**src/rtl/sap_bcd_converter_if.sv**
```systemverilog
// Handshake/result bundle between the SAP output register and the BCD converter.
// The master drives start/bin_in. The slave, which is the converter, returns the BCD result and status.
interface sap_bcd_converter_if #(
  parameter int IN_WIDTH = 8,
  parameter int DIGITS   = 4
);
  logic                  start;
  logic [IN_WIDTH-1:0]   bin_in;
  logic [4*DIGITS-1:0]   bcd_out;
  logic                  busy;
  logic                  done;
  logic                  neg;

  modport master (output start, bin_in, input  bcd_out, busy, done, neg);
  modport slave  (input  start, bin_in, output bcd_out, busy, done, neg);
endinterface

```
**src/rtl/sap_bcd_converter.sv**
```systemverilog
// Sequential binary-to-BCD converter (shift-and-add-3), one input bit per cycle.
// Optional macro SAP_BCD_SIGNED_EN: treat bin_in as two's complement, report sign on neg.
module sap_bcd_digit_adj (
  input  logic [3:0] d,
  output logic [3:0] q
);
  assign q = (d >= 4'd5) ? d + 4'd3 : d;
endmodule

module sap_bcd_converter #(
  parameter int IN_WIDTH = 8,
  parameter int DIGITS   = 4
) (
  input  logic                  clk,
  input  logic                  reset,
  sap_bcd_converter_if.slave    bus
);
  localparam int CW = $clog2(IN_WIDTH + 1);
  localparam int SW = 4 * DIGITS + IN_WIDTH;

  function automatic longint pow10(input int n);
    longint r = 1;
    for (int i = 0; i < n; i++) r = r * 10;
    return r;
  endfunction

  localparam longint MAX_IN  = (longint'(1) << IN_WIDTH) - 1;
  localparam longint DEC_CAP = pow10(DIGITS);

  generate
    if (DEC_CAP <= MAX_IN) begin : g_digits_too_few
      $error("sap_bcd_converter: DIGITS too small for IN_WIDTH");
    end
  endgenerate

  typedef enum logic [1:0] {IDLE, SHIFT, DONE} state_t;
  state_t state, state_nxt;

  logic [DIGITS-1:0][3:0] scratch, scratch_adj;
  logic [IN_WIDTH-1:0]    shift_reg;
  logic [CW-1:0]          cnt;
  logic [SW-1:0]          shifted;
  logic [4*DIGITS-1:0]    bcd_q;
  logic                   done_q, neg_q, neg_pend;
  logic                   load, shift_en, commit;
  logic [IN_WIDTH-1:0]    load_val;
  logic                   sign_in;

  // Per-digit add-3 correction on the registered scratch value
  generate
    for (genvar g = 0; g < DIGITS; g++) begin : g_dig
      sap_bcd_digit_adj u_adj (.d(scratch[g]), .q(scratch_adj[g]));
    end
  endgenerate

  assign shifted = {scratch_adj, shift_reg} << 1;

`ifdef SAP_BCD_SIGNED_EN
  // Negation of the most negative value wraps to itself, which reads back as its full magnitude unsigned
  assign sign_in  = bus.bin_in[IN_WIDTH-1];
  assign load_val = sign_in ? (~bus.bin_in + 1'b1) : bus.bin_in;
`else
  assign sign_in  = 1'b0;
  assign load_val = bus.bin_in;
`endif

  always_ff @(posedge clk) begin
    if (reset) state <= IDLE;
    else       state <= state_nxt;
  end

  always_comb begin
    state_nxt = state;
    load      = 1'b0;
    shift_en  = 1'b0;
    commit    = 1'b0;
    case (state)
      IDLE:  if (bus.start) begin
               load      = 1'b1;
               state_nxt = SHIFT;
             end
      SHIFT: begin
               shift_en = 1'b1;
               if (cnt == CW'(1)) state_nxt = DONE;
             end
      DONE:  begin
               commit    = 1'b1;
               state_nxt = IDLE;
             end
      default: state_nxt = IDLE;
    endcase
  end

  always_ff @(posedge clk) begin
    if (reset) begin
      scratch   <= '0;
      shift_reg <= '0;
      cnt       <= '0;
      bcd_q     <= '0;
      done_q    <= 1'b0;
      neg_q     <= 1'b0;
      neg_pend  <= 1'b0;
    end else begin
      done_q <= commit;
      if (load) begin
        scratch   <= '0;
        shift_reg <= load_val;
        cnt       <= CW'(IN_WIDTH);
        neg_pend  <= sign_in;
      end
      if (shift_en) begin
        scratch   <= shifted[SW-1:IN_WIDTH];
        shift_reg <= shifted[IN_WIDTH-1:0];
        cnt       <= cnt - 1'b1;
      end
      if (commit) begin
        bcd_q <= scratch;
        neg_q <= neg_pend;
      end
    end
  end

  assign bus.bcd_out = bcd_q;
  assign bus.done    = done_q;
  assign bus.neg     = neg_q;
  assign bus.busy    = (state != IDLE);
endmodule

```
**src/flat_wrapper.sv**
```systemverilog
// flat-port wrapper written by rule: the top's interface ports become plain ports
module sap_bcd_converter_flat 
#(
  parameter int IN_WIDTH = 8,
  parameter int DIGITS   = 4
)
  (clk, reset, bus_start, bus_bin_in, bus_bcd_out, bus_busy, bus_done, bus_neg);
  sap_bcd_converter_if #(.IN_WIDTH(IN_WIDTH), .DIGITS(DIGITS)) bus_i ();
  input  logic clk;
  input  logic reset;
  input wire logic [$bits(bus_i.start)-1:0] bus_start;
  input wire logic [$bits(bus_i.bin_in)-1:0] bus_bin_in;
  output wire logic [$bits(bus_i.bcd_out)-1:0] bus_bcd_out;
  output wire logic [$bits(bus_i.busy)-1:0] bus_busy;
  output wire logic [$bits(bus_i.done)-1:0] bus_done;
  output wire logic [$bits(bus_i.neg)-1:0] bus_neg;
  assign bus_i.start = bus_start;
  assign bus_i.bin_in = bus_bin_in;
  assign bus_bcd_out = bus_i.bcd_out;
  assign bus_busy = bus_i.busy;
  assign bus_done = bus_i.done;
  assign bus_neg = bus_i.neg;
  sap_bcd_converter #(.IN_WIDTH(IN_WIDTH), .DIGITS(DIGITS)) u_core (.clk(clk), .reset(reset), .bus(bus_i));
endmodule
```
**config.mk**
```make
export PLATFORM = sky130hd
export DESIGN_NAME = sap_bcd_converter_flat
export DESIGN_NICKNAME = d
export VERILOG_FILES = /design/src/rtl/sap_bcd_converter_if.sv /design/src/rtl/sap_bcd_converter.sv /design/src/flat_wrapper.sv
export SDC_FILE = /design/constraint.sdc
export NUM_CORES = 1
export LEC_CHECK = 0
export BUFFER_PORTS_ARGS = -buffer_cell sky130_fd_sc_hd__clkbuf_2
export CORE_MARGIN = 2
export CORE_UTILIZATION = 50
export DETAILED_ROUTE_END_ITERATION = 10
export HOLD_SLACK_MARGIN = 0.02
export PLACE_DENSITY = 0.8
export SLEW_MARGIN = 10
export SYNTH_ARGS = -nofsm -noshare
export SYNTH_HDL_FRONTEND = slang
export SYNTH_SLANG_ARGS = --single-unit
export TNS_END_PERCENT = 50
```
**constraint.sdc**
```tcl
create_clock -name clk -period 1.2 [get_ports clk]
set_input_delay 0.06 -clock clk [delete_from_list [all_inputs] [get_ports clk]]
set_output_delay 0.06 -clock clk [all_outputs]
set_load 0.01 [all_outputs]
```
==> metrics, run 1 <==
Internal Pwr Total=2.47 mW; Core Box Area=0.00394 sq mm; failing checks=setup timing; sw frac=0.254; Area after DPL=0.00252 sq mm; Placement Setup Slack=-0.0906 ns; first-pass GRT wire length=7820 um; initial antenna violation count=0; Max IR drop VDD=684 uV; clk sinks=47; die span in x=67.8 um; die height=67.8 um; dominant cell type by area after synthesis=dfxtp_1; CTS tree=yes; r2r endpoint=u_core.scratch[10]; Syn Std Cell Area=0.00203 sq mm; Clock Power Share=0.340; R2R cell count=6; total track usage=0.233; Worst setup SP type=flip-flop; vias in the first global route=1729; worst reg-to-reg setup slack=-0.13 ns; WS Path Type=reg2reg; Post-DP HPWL=3070 um; htree depth=2; reg-to-reg startpoint=u_core.scratch[9]; slowest stage delay, CP=0.36 ns; Synth top cells by count=47 x dfxtp_1, 41 x nand2_1, 29 x a21oi_1; number of diodes=0; Layout Nets=321; dpl cells=327; power per cell area=1080 mW/mm^2; I/O Buffers=28; worst hold margin=0.0373 ns; top_reg_cell synth=dfxtp_1; Crit path required time=1.44 ns; CP max-delay cell=dfxtp_2; clk buf depth=2; CTS Buf Count=5; Pre-Repair DR Iteration Count=4; worst setup margin=-0.129 ns; Post-Syn Instances=223; Clock Tree Root=clkbuf_8; Crit. End Element=flip-flop; largest net degree at the start of global routing=19; Leak=1.23 nW; total number of vias=1891; DRC viols=0; sequential area share after synthesis=0.463; Die ar.=0.00459 sq mm; final core occ=0.779; post-route antenna net violation count=0; initial drt markers=109; max-cap violations=0; EDFF count, synth=0; drt total wl=5360 um; critical path, cell by cell=inv_4, ha_4, nand2b_4, a21oi_4, mux2i_2, a22o_1; max frequency=752 MHz; clock period minus worst slack=1.33 ns; latest clock arrival within the worst-skew pair=0.30 ns; Seq cells post-synth=47; hold depth=3; Placer Congestion=0.806; RSZ-0062 raised after global routing=true; grt ovf=0; Net Sw Power=839 uW; Final Hold Fails=0; layout cells sized above 1=0.503; Initial Util=0.515; final worst-path cycle share=1.11; Seq pwr share=0.502; clk slew on worst S/H paths=0.09 ns; ys async rst share=0; per-cell routed wire length=15.3 um; Area contributors post-synth=dfxtp_1 46%, nand2_1 7.6%, a21oi_1 7.1%, ha_1 6.2%, a22oi_1 2.6%; # hold bufs at CTS=0; Synth-to-Final Area Change=51.2%; Via density=5.40; syn_nets=244; Synth top area share=0.463; setup skew after layout=0.00625 ns; Setup violations, final=14; CP arrival=1.57 ns; Comb power frac=0.158; worst hold path type=in2reg; # rows=23; count leader, synth=dfxtp_1; beginning of the worst hold path=bus_bin_in[4]; Worst Hold Path EP=u_core.shift_reg[4]; Syn Area/Cell=9.11 sq um; synth warn=0; Slew Limit Fails=0; status=finished with violations; crit-path max FO=3; # IOs=30; synth unique cells=35; Layout Cells excl Fill=350; post-route cell area=0.00307 sq mm
[cell families (layout without fill, tap and decap cells)]
kind of cell / after synthesis / count (layout) / share of synthesized area
DFF: 47 / 47 / 0.463
adders and majority gates: 10 / 10 / 0.0616
xor gates and xnor gates: 7 / 7 / 0.0302
AOI/OAI and AO/OA: 64 / 64 / 0.208
other: 1 / 1 / 0.00185
and+or+nand+nor: 65 / 65 / 0.151
buffers and inverters: 24 / 101 / 0.0597
muxes: 5 / 5 / 0.0246
[area by class of cell]
cell class | instances | area, sq um
Clock buffer | 6 | 72.6
Clock inverter | 1 | 30.0
Fill cell | 223 | 870
Inverter | 11 | 51.3
Multi-Input combinational cell | 152 | 1300
Sequential cell | 47 | 966
Tap cell | 50 | 62.6
Timing Repair Buffer | 83 | 591
[per-layer routing]
layer,up-vias,global-route usage,routed length (um)
li1,925,-,-
met1,910,0.282,2340
met2,47,0.385,2740
met3,9,0.0600,200
met4,0,0.107,76
met5,-,0,0
[cells in the final DEF (no fill, tap or decap), types with 2 or more instances in the layout]
cell type  instances
buf_4             46
nand2_1           41
dfxtp_1           35
clkbuf_2          28
a21oi_1           24
ha_4               8
buf_6              8
dfxtp_2            8
nand2b_4           7
o22ai_1            5
clkbuf_8           5
inv_2              4
inv_4              4
nor2_1             4
mux2i_1            4
a22oi_1            4
a21oi_4            4
a22o_1             4
dfxtp_4            4
inv_1              3
o21ai_1            3
nor3_1             3
a22oi_2            3
o31ai_4            3
a32o_1             3
xor2_1             3
xnor2_1            3
o21ai_0            2
ha_1               2
[power by group through the flow]
stage | Combinational (mW) | Sequential [mW] | Clock [mW]
after floorplan | 0.240 | 1.68 | 0
after global placement | 0.376 | 1.68 | 0
after detailed placement | 0.385 | 1.68 | 0
after CTS | 0.424 | 1.65 | 1.14
after global routing | 0.560 | 1.67 | 1.22
final | 0.522 | 1.66 | 1.12
[worst max-delay path, delay by kind of cell, from the launching register on]
kind | cells | cell delay [ns]
AO/OA/AOI/OAI | 2 | 0.33
adder cells (fa/ha/maj) | 1 | 0.14
buffers and inverters | 1 | 0.05
flip-flops | 1 | 0.36
multiplexers | 1 | 0.25
AND/OR/NAND/NOR | 1 | 0.14
[worst max path at each step]
| stage | to | start | slack, ns | cells past startpoint |
|---|---|---|---|---|
| final | u_core.scratch[10] | u_core.scratch[9] | -0.13 | 6 |
| after global routing | u_core.scratch[10] | u_core.scratch[9] | -0.17 | 6 |
| after CTS | u_core.scratch[10] | u_core.scratch[9] | -0.12 | 6 |
| after detailed placement | u_core.scratch[14] | u_core.scratch[13] | -0.09 | 6 |
| after global placement | u_core.scratch[2] | u_core.scratch[1] | -0.05 | 6 |
| after floorplan | u_core.scratch[14] | u_core.scratch[13] | -0.004 | 6 |
[through the flow]
| stage | setup TNS, ns | total power, mW |
|---|---|---|
| 6_report | -0.642 | 3.31 |
| 5_1_grt | -1.93 | 3.45 |
| 4_1_cts | -0.495 | 3.21 |
| 3_5_place_dp | -0.808 | 2.07 |
| 3_3_place_gp | -0.254 | 2.05 |
| 2_1_floorplan | -0.00386 | 1.91 |
[repair_timing]
item	4_1_cts	5_1_grt
setup endpoints to repair	25	36
pin swaps	18	19
buffers inserted	10	6
gates resized for setup	39	38
(Power assumes the default switching activity.)
==> run 2, diff against run 1 <==
--- a/config.mk
+++ b/config.mk
@@ -11,6 +11,8 @@
 export DETAILED_ROUTE_END_ITERATION = 10
 export HOLD_SLACK_MARGIN = 0.02
 export PLACE_DENSITY = 0.8
+export SETUP_SLACK_MARGIN = 0.02
+export SKIP_CTS_REPAIR_TIMING = 1
 export SLEW_MARGIN = 10
 export SYNTH_ARGS = -nofsm -noshare
 export SYNTH_HDL_FRONTEND = slang
==> run 2 against run 1 <==
The flow still finishes with violations (setup timing). Clock power barely moved. Fmax rose by 1.2%. Routed wire length fell by 6.7%. Non-clock buffer count fell by 11. Register-to-register slack improved by 0.02 ns. Sequential cell count did not move. Via count fell by 4.4%. Combinational power barely moved. Global-route usage fell by 2.3 points. Sequential power barely moved. Sequential share of layout area rose by 1.1 points.
==> metrics, run 2 (synthesis results as in run 1) <==
total track usage=0.209; clock period minus worst slack=1.31 ns; setup skew after layout=0.00787 ns; Layout Nets=310; first-pass GRT wire length=7210 um; Pre-Repair DR Iteration Count=4; Placer Congestion=0.822; TNS Setup=-0.705 ns; # IOs=30; slowest stage delay, CP=0.37 ns; Crit. End Element=flip-flop; clk sinks=47; drt total wl=4990 um; max frequency=761 MHz; met3 Track Usage GR=0.0500; Setup violations, final=13; most used routing layer=met2; CP max-delay cell=dfxtp_2; Post-DP HPWL=3170 um; Crit path required time=1.45 ns; latest clock arrival within the worst-skew pair=0.30 ns; most common cell after layout, fill and taps aside=nand2_1; Buf+Inv Stages, Crit Path=1; Clock Tree Root=clkbuf_8; failing checks=setup timing; initial antenna violation count=0; post-route antenna net violation count=0; grt ovf=0; Max IR drop VDD=1050 uV; max-cap violations=0; Initial Util=0.515; critical path, cell by cell=inv_4, ha_4, nand2b_4, a21oi_4, mux2i_1, a22o_1; GR met2 Demand/Resource=0.326; final worst-path cycle share=1.09; met1 GRT Util=0.282; Overall Power=3.31 mW; layout cells sized above 1=0.488; Placement Setup Slack=-0.0684 ns; Comb power frac=0.158; worst setup margin=-0.113 ns; Leak=1.17 nW; status=finished with violations; clk buf depth=2; crit-path max FO=3; Synth-to-Final Area Change=46.2%; initial drt markers=115; Die ar.=0.00459 sq mm; Internal Pwr Total=2.47 mW; Final Hold Fails=0; DRC viols=0; power per cell area=1110 mW/mm^2; Seq pwr share=0.502; number of diodes=0; sw frac=0.253; clk slew on worst S/H paths=0.09 ns; total number of vias=1808; vias in the first global route=1600; Via density=5.33; die span in x=67.8 um; RSZ-0062 raised after global routing=true; Slew Limit Fails=0; fillers=271; CP delay by family, top=flip-flops; CTS tree=yes; CP arrival=1.56 ns; Clock Power Share=0.340; Core Box Area=0.00394 sq mm; most frequent cells in the layout=41 x nand2_1, 35 x buf_4, 35 x dfxtp_1; WS Path Type=reg2reg; die height=67.8 um; htree depth=2; CTS Buf Count=5; I/O Buffers=28; worst hold path type=in2reg; Net Sw Power=838 uW; # rows=23; Worst setup SP type=flip-flop; per-cell routed wire length=14.7 um; largest net degree at the start of global routing=15
## run 2: cell types whose count changed in the layout (fill, tap and decap cells not counted), sizes merged
cell,delta
buf,-11
## run 2: worst paths after layout
kind                         start               endpoint  slack [ns]  cells after the start
min                  bus_bin_in[2]    u_core.shift_reg[2]        0.03                      3
min reg2reg  u_core.bus.bcd_out[2]  u_core.bus.bcd_out[2]        0.46                      2
max reg2reg      u_core.scratch[1]      u_core.scratch[2]       -0.11                      6
max              u_core.scratch[1]      u_core.scratch[2]       -0.11                      6
## run 2: cell type report
cell class / instances / area (sq um) / area share
multi-input combinational: 152 / 1280 / 0.432
sequential: 47 / 966 / 0.325
timing repair buffer: 72 / 505 / 0.170
clock buffer: 6 / 72.6 / 0.0244
tap: 50 / 62.6 / 0.0211
inverter: 11 / 51.3 / 0.0173
clock inverter: 1 / 30.0 / 0.0101
## run 2: tightest hold or removal path, delay by kind of cell
family          cells  cell delay, ns
compound gates      2            0.15
buf+inv             1            0.09
## run 2: layer usage
metal / wire length [um] / vias to the layer above
li1: - / 906
met2: 2410 / 42
met1: 2320 / 855
met3: 198 / 5
met5: 0 / -
met4: 66 / 0
## run 2: power groups by stage
stage | Sequential [mW] | Clock, mW | Combinational [mW]
finish | 1.66 | 1.13 | 0.521
global route | 1.67 | 1.20 | 0.558
CTS | 1.65 | 1.13 | 0.399
detailed placement | 1.69 | 0 | 0.397
global placement | 1.68 | 0 | 0.383
floorplan | 1.68 | 0 | 0.242
## run 2: metrics by stage
stage | instances | utilization | instance area, sq um | hold slack, ns
after floorplan | 223 | - | 2190 | 0.203
after global placement | 325 | 0.658 | 2590 | 0.335
after CTS | 332 | 0.684 | 2700 | 0.0416
after detailed placement | 325 | 0.658 | 2590 | 0.348
after global routing | 339 | 0.754 | 2970 | 0.0464
final | 339 | 0.754 | 2970 | 0.0344
